==> src/rtl/ibuf_conditioner_if.sv <==
// rtl/ibuf_conditioner_if.sv - pad-side and conditioned-view signals of ibuf_conditioner
interface ibuf_conditioner_if #(
    parameter int WIDTH     = 1,
    parameter int CNT_WIDTH = 16
);
    logic [WIDTH-1:0]     I;
    logic [WIDTH-1:0]     O;
    logic [WIDTH-1:0]     o_sync;
    logic [WIDTH-1:0]     o_filt;
    logic [WIDTH-1:0]     rise;
    logic [WIDTH-1:0]     fall;
    logic                 clr;
    logic [CNT_WIDTH-1:0] edge_cnt;

    modport master (
        output I, clr,
        input  O, o_sync, o_filt, rise, fall, edge_cnt
    );

    modport slave (
        input  I, clr,
        output O, o_sync, o_filt, rise, fall, edge_cnt
    );
endinterface

==> src/rtl/ibuf_conditioner.sv <==
// rtl/ibuf_conditioner.sv - pad input buffer with sync, deglitch, edge pulses and edge counter
// Deglitch filter is built only when IBUF_DEGLITCH_EN is defined; otherwise o_filt follows o_sync.
module ibuf_conditioner #(
    parameter int WIDTH       = 1,
    parameter int SYNC_STAGES = 2,
    parameter int FILTER_LEN  = 6,
    parameter int CNT_WIDTH   = 16
) (
    input logic                osc,
    input logic                rst,
    ibuf_conditioner_if.slave  bus
);

    if (SYNC_STAGES < 2) begin : g_bad_sync
        $error("ibuf_conditioner: SYNC_STAGES must be at least 2");
    end
    if (FILTER_LEN < 1) begin : g_bad_filter
        $error("ibuf_conditioner: FILTER_LEN must be at least 1");
    end

    assign bus.O = bus.I;

    logic [WIDTH-1:0] sync_q [SYNC_STAGES];

    always_ff @(posedge osc or posedge rst) begin
        if (rst) begin
            for (int s = 0; s < SYNC_STAGES; s++) begin
                sync_q[s] <= '0;
            end
        end else begin
            sync_q[0] <= bus.I;
            for (int s = 1; s < SYNC_STAGES; s++) begin
                sync_q[s] <= sync_q[s-1];
            end
        end
    end

    assign bus.o_sync = sync_q[SYNC_STAGES-1];

`ifdef IBUF_DEGLITCH_EN
    // Counter only needs to reach FILTER_LEN-1; the FILTER_LEN-th mismatch flips o_filt.
    localparam int FCW = (FILTER_LEN > 1) ? $clog2(FILTER_LEN) : 1;

    logic [FCW-1:0]   fcnt [WIDTH];
    logic [WIDTH-1:0] filt_r;

    always_ff @(posedge osc or posedge rst) begin
        if (rst) begin
            filt_r <= '0;
            for (int b = 0; b < WIDTH; b++) begin
                fcnt[b] <= '0;
            end
        end else begin
            for (int b = 0; b < WIDTH; b++) begin
                if (bus.o_sync[b] == filt_r[b]) begin
                    fcnt[b] <= '0;
                end else if (fcnt[b] == FCW'(FILTER_LEN - 1)) begin
                    filt_r[b] <= bus.o_sync[b];
                    fcnt[b]   <= '0;
                end else begin
                    fcnt[b] <= fcnt[b] + 1'b1;
                end
            end
        end
    end

    assign bus.o_filt = filt_r;
`else
    assign bus.o_filt = bus.o_sync;
`endif

    logic [WIDTH-1:0] filt_q;

    always_ff @(posedge osc or posedge rst) begin
        if (rst) begin
            filt_q <= '0;
        end else begin
            filt_q <= bus.o_filt;
        end
    end

    assign bus.rise = bus.o_filt & ~filt_q;
    assign bus.fall = ~bus.o_filt & filt_q;

    logic [CNT_WIDTH-1:0] cnt_r;

    // Any number of simultaneous rising bits counts as one event; clr wins over increment.
    always_ff @(posedge osc or posedge rst) begin
        if (rst) begin
            cnt_r <= '0;
        end else if (bus.clr) begin
            cnt_r <= '0;
        end else if ((|bus.rise) && !(&cnt_r)) begin
            cnt_r <= cnt_r + 1'b1;
        end
    end

    assign bus.edge_cnt = cnt_r;

endmodule

==> src/flat_wrapper.sv <==
// flat-port wrapper written by rule: the top's interface ports become plain ports
module ibuf_conditioner_flat 
#(
    parameter int WIDTH       = 1,
    parameter int SYNC_STAGES = 2,
    parameter int FILTER_LEN  = 6,
    parameter int CNT_WIDTH   = 16
)
  (osc, rst, bus_I, bus_clr, bus_O, bus_o_sync, bus_o_filt, bus_rise, bus_fall, bus_edge_cnt);
  ibuf_conditioner_if #(.WIDTH(WIDTH), .CNT_WIDTH(CNT_WIDTH)) bus_i ();
  input logic osc;
  input logic rst;
  input wire logic [$bits(bus_i.I)-1:0] bus_I;
  input wire logic [$bits(bus_i.clr)-1:0] bus_clr;
  output wire logic [$bits(bus_i.O)-1:0] bus_O;
  output wire logic [$bits(bus_i.o_sync)-1:0] bus_o_sync;
  output wire logic [$bits(bus_i.o_filt)-1:0] bus_o_filt;
  output wire logic [$bits(bus_i.rise)-1:0] bus_rise;
  output wire logic [$bits(bus_i.fall)-1:0] bus_fall;
  output wire logic [$bits(bus_i.edge_cnt)-1:0] bus_edge_cnt;
  assign bus_i.I = bus_I;
  assign bus_i.clr = bus_clr;
  assign bus_O = bus_i.O;
  assign bus_o_sync = bus_i.o_sync;
  assign bus_o_filt = bus_i.o_filt;
  assign bus_rise = bus_i.rise;
  assign bus_fall = bus_i.fall;
  assign bus_edge_cnt = bus_i.edge_cnt;
  ibuf_conditioner #(.WIDTH(WIDTH), .SYNC_STAGES(SYNC_STAGES), .FILTER_LEN(FILTER_LEN), .CNT_WIDTH(CNT_WIDTH)) u_core (.osc(osc), .rst(rst), .bus(bus_i));
endmodule
==> config.mk <==
export PLATFORM = sky130hd
export DESIGN_NAME = ibuf_conditioner_flat
export DESIGN_NICKNAME = d
export VERILOG_FILES = /design/src/rtl/ibuf_conditioner_if.sv /design/src/rtl/ibuf_conditioner.sv /design/src/flat_wrapper.sv
export SDC_FILE = /design/constraint.sdc
export NUM_CORES = 1
export LEC_CHECK = 0
export CORE_UTILIZATION = 40
export CTS_CLUSTER_SIZE = 30
export DETAILED_ROUTE_END_ITERATION = 6
export DONT_BUFFER_PORTS = 1
export GPL_TIMING_DRIVEN = 0
export PLACE_DENSITY = 0.59
export SLEW_MARGIN = 15
export SYNTH_ARGS = -nofsm -noshare
export SYNTH_HDL_FRONTEND = slang
export SYNTH_SLANG_ARGS = --single-unit
==> constraint.sdc <==
create_clock -name osc -period 2.2 [get_ports osc]
set_input_delay 0.11 -clock osc [delete_from_list [all_inputs] [get_ports osc]]
set_output_delay 0.11 -clock osc [all_outputs]
set_load 0.01 [all_outputs]
== Yosys cells after proc, flatten, opt, wreduce, memory -nomap -nowiden ==
Cells that the tools add are included.
Storage, ports and cells
  bits of input ports: 4
  bits in registers: 19
  output and inout bits: 21
  word-level logic and storage cells: 15
Cells by class
  multiplexer cells: 2
  add/subtract/negate cells: 1
  bitwise logic cells: 4
  reduce and logical (&&, ||, !) cells: 4
Operators by type and width (count)
  $mux W16: 2
  $add A16 B1 Y16 const B: 1
  $reduce_and A16 Y1: 1
  $and A1 B1 Y1: 2
  $not A1 Y1: 2
  $reduce_bool A2 Y1: 1
  $logic_and A1 B1 Y1: 1
  $logic_not A1 Y1: 1

== Depth between registers and ports, before layout ==
Gate-level depths: netlist of the first run.
  word-level depth: 5
  depth in mapped cells: 6
  gate-level depth less buffers: 5

== Worst setup path after synthesis of the first run ==
No wires, ideal clock.
  path type: register to register
  from: register u_core.cnt_r[0], in the netlist u_core.bus.edge_cnt[0]
  to: register u_core.cnt_r[2], in the netlist u_core.bus.edge_cnt[2]
  setup slack: 359 ps
  path buffers: 0
  setup time: 127 ps
  cell stages (with the launch flop): 6
  clock period less this slack: 1841 ps
  data required time: 2073 ps
  arrival time: 1714 ps
  cell sequence: dfrtp_1 > ha_1 > nand4_1 > or4_4 > nand3_2 > mux2_1
Between the ends
  word-level cells in the longest chain between the ends: 4
  elaborated cells between the ends (all ways): 7
  those cells by class: add/sub (1); mux (2); reduce/logical (4)
Ends and longest elaborated chain
  from (decl): RTL line ibuf_conditioner.sv:85  | logic [CNT_WIDTH-1:0] cnt_r;
  from (signal assigned): RTL line ibuf_conditioner.sv:94  | cnt_r <= cnt_r + 1'b1;
  branches (longest 4 deep; another with $add A16 B1 Y16)
Several ways; the timed one is not identified. The select of a mux whose other input is x is not followed.
A chain may end at the register's enable or synchronous reset.

== Worst setup path after layout of the first run ==
  from: register u_core.cnt_r[1], in the netlist u_core.bus.edge_cnt[1]
  to: register u_core.cnt_r[2], in the netlist u_core.bus.edge_cnt[2]
Same word-level chain as after synthesis.

==> results of run 1 <==
## power breakdown
| part | switching [mW] | total, mW | leakage (nW) | internal (mW) |
|---|---|---|---|---|
| registers | 0.00606 | 0.360 | 0.258 | 0.354 |
| clock network | 0.115 | 0.186 | 0.0150 | 0.0707 |
| logic | 0.0237 | 0.0336 | 0.197 | 0.00994 |
| total | 0.145 | 0.579 | 0.470 | 0.434 |
## cell usage in the layout (no fill, tap or decap), drive strengths merged, types with 5 or more instances in the layout
master	count
nand2	7
o21ai	5
clkbuf	5
dfrtp	19
or4	6
inv	5
a21oi	12
nor2	5
nand3	7
nand4	5
buf	6
## worst reg2reg max path: cells and delay by family, from the launching register on
kind	cells	cell delay, ns
and+or+nand+nor	3	0.77
DFF	1	0.49
muxes	1	0.31
adders and majority gates	1	0.28
## cell usage after synthesis, drive strengths merged (2+ instances only)
library cell | instances | share of area (%)
mux2 | 3 | 3.1
or3 | 4 | 2.3
and3 | 2 | 1.1
o21ai | 5 | 2.3
nor2 | 5 | 1.7
nor3 | 2 | 0.92
buf | 6 | 3.1
nand2 | 7 | 2.4
nand4 | 5 | 4.8
o41ai | 3 | 2.4
or4 | 6 | 4.5
dfrtp | 19 | 44
nor4 | 2 | 2.5
and4 | 3 | 2.4
a21oi | 12 | 5.5
nand3 | 7 | 4.1
inv | 5 | 1.7
nor2b | 3 | 1.7
a211oi | 2 | 1.4
o31ai | 3 | 2.1
## cell families (layout without fill, tap and decap cells)
logic type,Yosys count,count (layout)
AOI/OAI and AO/OA,28,28
adders and majority gates,1,1
muxes,3,3
and+or+nand+nor,48,48
xor gates and xnor gates,1,1
DFF,19,19
buffers and inverters,13,19
## stage by stage
stage | power [mW] | instance area, um2 | setup slack [ns] | hold WS [ns]
3_5_place_dp | 0.398 | 1130 | 0.243 | 0.141
4_1_cts | 0.580 | 1170 | 0.225 | 0.247
6_report | 0.579 | 1170 | 0.229 | 0.246
3_3_place_gp | 0.397 | 1130 | 0.253 | 0.142
2_1_floorplan | 0.390 | 1090 | 0.359 | 0.0611
5_1_grt | 0.604 | 1170 | 0.129 | 0.278
## final cells by class
class | count | area (um2) | share of cell area [%]
Buffer | 7 | 37.5 | 3.19
Clock buffer | 4 | 26.3 | 2.24
Inverter | 6 | 23.8 | 2.02
Multi-Input combinational cell | 81 | 554 | 47.2
Sequential cell | 19 | 475 | 40.5
Tap cell | 30 | 37.5 | 3.19
Timing Repair Buffer | 2 | 20.0 | 1.70
## state kept, by name (all words and copies together) (netlist names)
signal,count
u_core.bus.edge_cnt,16
u_core.bus.o_filt,1
u_core.filt_q,1
u_core.sync_q,1
## worst min path at each step
stage / from / end / slack [ns] / cells past startpoint
6_report: bus_clr / u_core.bus.edge_cnt[4] / 0.25 / 2
3_3_place_gp: bus_I / u_core.sync_q[1] / 0.14 / 0
5_1_grt: bus_clr / u_core.bus.edge_cnt[4] / 0.28 / 2
3_5_place_dp: bus_I / u_core.sync_q[1] / 0.14 / 0
2_1_floorplan: rst / u_core.bus.edge_cnt[0] / 0.06 / 1
4_1_cts: bus_clr / u_core.bus.edge_cnt[4] / 0.25 / 2
## layer usage
metal,GRT usage (%),vias up,part of all wire (%)
met3,3.61,4,3.6
li1,-,438,-
met2,29.1,20,49
met1,25.0,454,47
met5,0,-,0
met4,8.55,0,1.1
## what timing repair did
| item | 4_1_cts | 5_1_grt |
|---|---|---|
| endpoints found under the setup margin | 0 | 0 |
| hold endpoints to repair | 20 | 0 |
| hold buffers | 2 | 0 |
==> impl_results.md, run 1 <==
* Worst Tran Pin Value at between 0.7 and 0.8 ns
* Worst path max stage delay at about 0.54 ns
* Post-Syn Area per Cell at approximately 9.7 um2
* Clock latency on the worst-skew pair at just over 0.3 ns
* Crit path arrival time at ~2.2 ns
* First-pass GRT wire length at 3890 um
* Largest family of logic cells by synthesized area: simple AND/OR/NAND/NOR gates
* Synthesized area at roughly 1100 um2
* CP max-delay cell: or4_4
* Critical-path cell list: ha_1 -> nand4_1 -> or4_4 -> nand3_2 -> mux2_1
* Clock transition at the registers of the reported paths at between 0.1 and 0.15 ns
* Min-Delay Path Class: in2reg
* Layout fillers at approximately 250
* Max rail drop VDD at approximately 0.34 mV
* Core area at about 2500 um2
* Net count, final at around 130
* Area Growth Syn to Fin at 7.68%
* Post-route ant nets at 0
* Chip width at ~54 um
* CP Launch Type: flop
* Vias/cell at 6.15
* Final hold violation count at 0
* RR Endpoint: u_core.bus.edge_cnt[2]
* Row Count at 18
* Initial antenna violation count at 0
* Die H at 54.2 um
* Share of the core filled with cells at a little under half
* H-tree depth at 1
* Primary FF master, synth: dfrtp_1
* Crit. End Element: flop
* Asr flop ratio synth at between 90% and 100%
* Clock Path Buffers at 2
* Unrepaired setup endpoints after global routing: no
* Wire length per cell at approximately 16 um
* Cells after DPL at approximately 140
* Worst endpoint required time at 2.41 ns
* I/O Buffers at 0
* Io pins at 25
* Crit path max fanout at 6
* Adder-cell share of the synthesized area at under 10%
* Worst path depth at 5
* Vias in the first global route at between 800 and 900
* Die ar. at a little under 3000 um2
* Outcome: completed
* Crit path kind: reg2reg
* Clock Skew at between 0.01 and 0.015 ns
* Period utilization at approximately nine tenths
* Drt first pass iters at 4
* Simple-gate share of the synthesized area at 29.7%
* Setup Viol. Count Final at 0
* Minimum clock period at 1.97 ns
* Synth Area in Compound Gates at 16.1%
* EDFF count, synth at 0
* Xor/xnor share of the synthesized area at less than 1%
* Final std cells w/o fill at 149
* Largest net degree at the start of global routing at 20
* CP Buf/Inv Count at 0
* Vias at between 900 and 1000
* Diode count at 0
* CTS tree: built
* Setup_tns at 0 ns
* Share of layout cells above drive strength 1 at between 10% and 20%
* Normalized max-slew margin at around half
* Max-Cap Viols at 0
* Top delay family on crit path: simple AND/OR/NAND/NOR gates
* Setup Fix Bufs, Post-CTS at 0
* Power per Cell Area at between 400 and 500 nW/um2
* Post-CTS Resized at 0
* Slew Limit Fails at 0
* GRT Util Overall at 18.7%
* Synth warn at 0
* Worst r2r src: u_core.bus.edge_cnt[1]
* Reg2reg path depth at 5
* Residual DRC count at 0
* Synth cell types at 37
* Max Clock Freq at around 510 MHz
* RePlAce Congestion at between 0.7 and 0.8
* Leak at 0.470 nW
* Root Driver: clkbuf_4
* Clock sink total at 19
* Mapped Nets at ~120
* Num CTS Buffers at 3
* Critical Path Source: u_core.bus.edge_cnt[1]
* Gate Count Post-Synth at around 110
* Critical Path End: u_core.bus.edge_cnt[2]
* Post-synthesis sequential area ratio at 43.6%
* Worst reg2reg setup slack at between 0.2 and 0.25 ns
* GRT Residual Overflow at 0
* Routed wire length at ~2400 um
* Dpl hpwl at 1690 um
* Iter 0 DRT Violations at 22
* Mux cell area share after synthesis at under 10%
* Initial Util at between 40% and 50%
* Synth Register Bits at 19
Power figures use the tool's default switching activity.
==> run 2, diff against run 1 <==
- ABC_AREA: default -> 1
==> impl_results.md, run 2 <==
* Most Frequent Cell on Critical Path: nor2_4
* Worst reg2reg setup slack at roughly 0.4 ns
* Minimum clock period at between 1.5 and 2 ns
* Hold depth at 3
* Top-count cell post-synth: nand2_1
* Routed wire length at 2550 um
* Vias at approximately 1000
* Die ar. at ~3100 um2
* First-pass GRT wire length at roughly 4300 um
* Drt first pass iters at 4
* Crit path max fanout at 10
* Multi-input gate area at 597 um2
* Clock Path Buffers at 2
* Min-Delay Path Class: in2reg
* GRT Residual Overflow at 0
* Worst endpoint required time at approximately 2.5 ns
* Outcome: completed
* Area Growth Syn to Fin at 8.25%
* Yosys top cell by area: dfrtp_1
* CP max-delay cell: dfrtp_1
* Primary FF master, synth: dfrtp_1
* Share of layout cells above drive strength 1 at 9.64%
* Final worst-path setup slack at between 0.3 and 0.4 ns
* Final hold violation count at 0
* Gate Count Post-Synth at between 150 and 200
* Chip width at 56.0 um
* Worst Tran Pin Value at between 0.7 and 0.8 ns
* Normalized max-slew margin at approximately 52%
* Dpl cell area at 1210 um2
* Initial antenna violation count at 0
* EDFF count, synth at 0
* Num CTS Buffers at 3
* M1 GR Usage at 24.5%
* Vias/cell at between 5 and 6
* Post-synthesis sequential area ratio at 40.7%
* I/O Buffers at 0
* HP Start: bus_clr
* H-tree depth at 1
* Vias in the first global route at 923
* Core area at 2760 um2
* Clock sink total at 19
* Clock Skew at between 0.002 and 0.003 ns
* RR Endpoint: u_core.bus.edge_cnt[12]
* Synth Register Bits at 19
* CP Launch Type: flop
* Leak at roughly 0.64 nW
* Root Driver: clkbuf_4
* Synthesized area at approximately 1200 um2
* Clock transition at the registers of the reported paths at about 0.11 ns
* Crit. End Element: flop
* Row Count at 19
* Slew Limit Fails at 0
* Area share of the largest cell type after synthesis at about two fifths
* Unrepaired setup endpoints after global routing: no
* Period utilization at 82.0%
* Residual DRC count at 0
* Dominant cells by area after synthesis: dfrtp_1, nand2_1, nand3_1, nand4_1, inv_1
* Iter 0 DRT Violations at 42
* Max FFs per register at 16
* Worst r2r src: u_core.bus.edge_cnt[0]
* Crit path kind: reg2reg
* Pre-CTS WS at between 0.4 and 0.5 ns
* Initial Util at between 40 and 50%
* M3 GR Usage at roughly 4.2%
* Met2 usage at 26.7%
* Top delay family on crit path: simple AND/OR/NAND/NOR gates
* Setup Fix Bufs, Post-CTS at 0
* Crit path arrival time at about 2.1 ns
* RePlAce Congestion at 0.791
* Mapped Nets at about 160
* Non-Filler Cell Area, Final at approximately 1300 um2
* Diode count at 0
* Max-Cap Viols at 0
* WHS Endpoint: u_core.bus.edge_cnt[1]
* Layer with the highest usage: met2
* Largest net degree at the start of global routing at 20
* Register area at 475 um2
* Wire length per cell at 12.9 um
* Max rail drop VDD at between 0.2 and 0.3 mV
* Synth cell types at 19
* Critical-path cell list: ha_1 -> nand2_1 -> nor2_4 -> nand2_4 -> nor2_4 -> nor2_4 -> buf_2 -> nand4_1 -> nand2_1
* Clock latency on the worst-skew pair at between 0.3 and 0.4 ns
* Reg2reg path depth at 9
* Max Clock Freq at between 500 and 600 MHz
* Layout fillers at around 280
* GRT Util Overall at 17.7%
* Setup_tns at 0 ns
* Dpl hpwl at 1880 um
* Worst path max stage delay at 0.46 ns
* Synth warn at 0
* Net count, final at 172
* Die H at ~56 um
* CP Buf/Inv Count at 1
* Commonest non-fill, non-tap cell in the layout: nand2_1
* Asr flop ratio synth at between 90% and 100%
* Post-synth top cells: nand2_1, dfrtp_1, nand3_1, inv_1, nor2_1
* Highest-count cells in the layout ignoring fill and taps: nand2_1, dfrtp_1, nand3_1
* Setup Viol. Count Final at 0
* Post-Syn Area per Cell at roughly 7.3 um2
* CTS tree: built
* Post-route ant nets at 0
* Io pins at 25
* Power per Cell Area at ~470 nW/um2
[run 2: layer usage]
layer  vias up  share of wire, %
li1        528                 -
met1       454                50
met2        21                44
met3         5               4.1
met4         0               1.6
met5         -                 0
[run 2: power breakdown]
group / internal (mW) / leakage [nW] / switching [mW]
registers: 0.354 / 0.258 / 0.00543
clock network: 0.0680 / 0.0177 / 0.115
logic: 0.0156 / 0.365 / 0.0329
total: 0.437 / 0.640 / 0.154
[run 2: worst max-delay path by stage]
| stage | slack (ns) | cells after the start | start | end |
|---|---|---|---|---|
| after global placement | 0.43 | 9 | u_core.bus.edge_cnt[0] | u_core.bus.edge_cnt[12] |
| after floorplan | 0.64 | 9 | u_core.bus.edge_cnt[0] | u_core.bus.edge_cnt[11] |
| after CTS | 0.38 | 9 | u_core.bus.edge_cnt[0] | u_core.bus.edge_cnt[12] |
| after detailed placement | 0.42 | 9 | u_core.bus.edge_cnt[0] | u_core.bus.edge_cnt[12] |
| after global routing | 0.25 | 9 | u_core.bus.edge_cnt[0] | u_core.bus.edge_cnt[8] |
| final | 0.40 | 9 | u_core.bus.edge_cnt[0] | u_core.bus.edge_cnt[12] |
[run 2: per-stage QoR]
stage	hold slack [ns]	total power [mW]	util, %	instances
after detailed placement	0.142	0.411	43.7	190
after floorplan	0.0611	0.400	-	159
final	0.0803	0.591	45.8	197
after global routing	0.130	0.619	45.8	197
after global placement	0.142	0.410	43.7	190
after CTS	0.0829	0.600	45.8	197
[run 2: cells by family after synthesis]
logic type	Yosys count	synth area share (%)
xor+xnor	4	3.00
compound gates	5	2.14
buf+inv	21	8.14
flops	19	40.7
simple gates	109	44.9
fa+ha+maj	1	1.07
[run 2: cell type report]
class                      instances  share of cell area [%]
buffer                             5                    2.77
clock buffer                       3                    1.78
clock inverter                     1                   0.396
inverter                          16                    4.75
multi-input combinational        119                    47.2
sequential                        19                    37.6
tap                               31                    3.07
timing repair buffer               3                    2.38
[run 2: worst min-delay path, delay by kind of cell]
kind	cells	cell delay, ns
and+or+nand+nor	2	0.16
buffers and inverters	1	0.09
[run 2: what timing repair did]
action	4_1_cts	5_1_grt
endpoints found under the hold margin	25	0
gates resized for setup	0	0
hold buffers	3	0
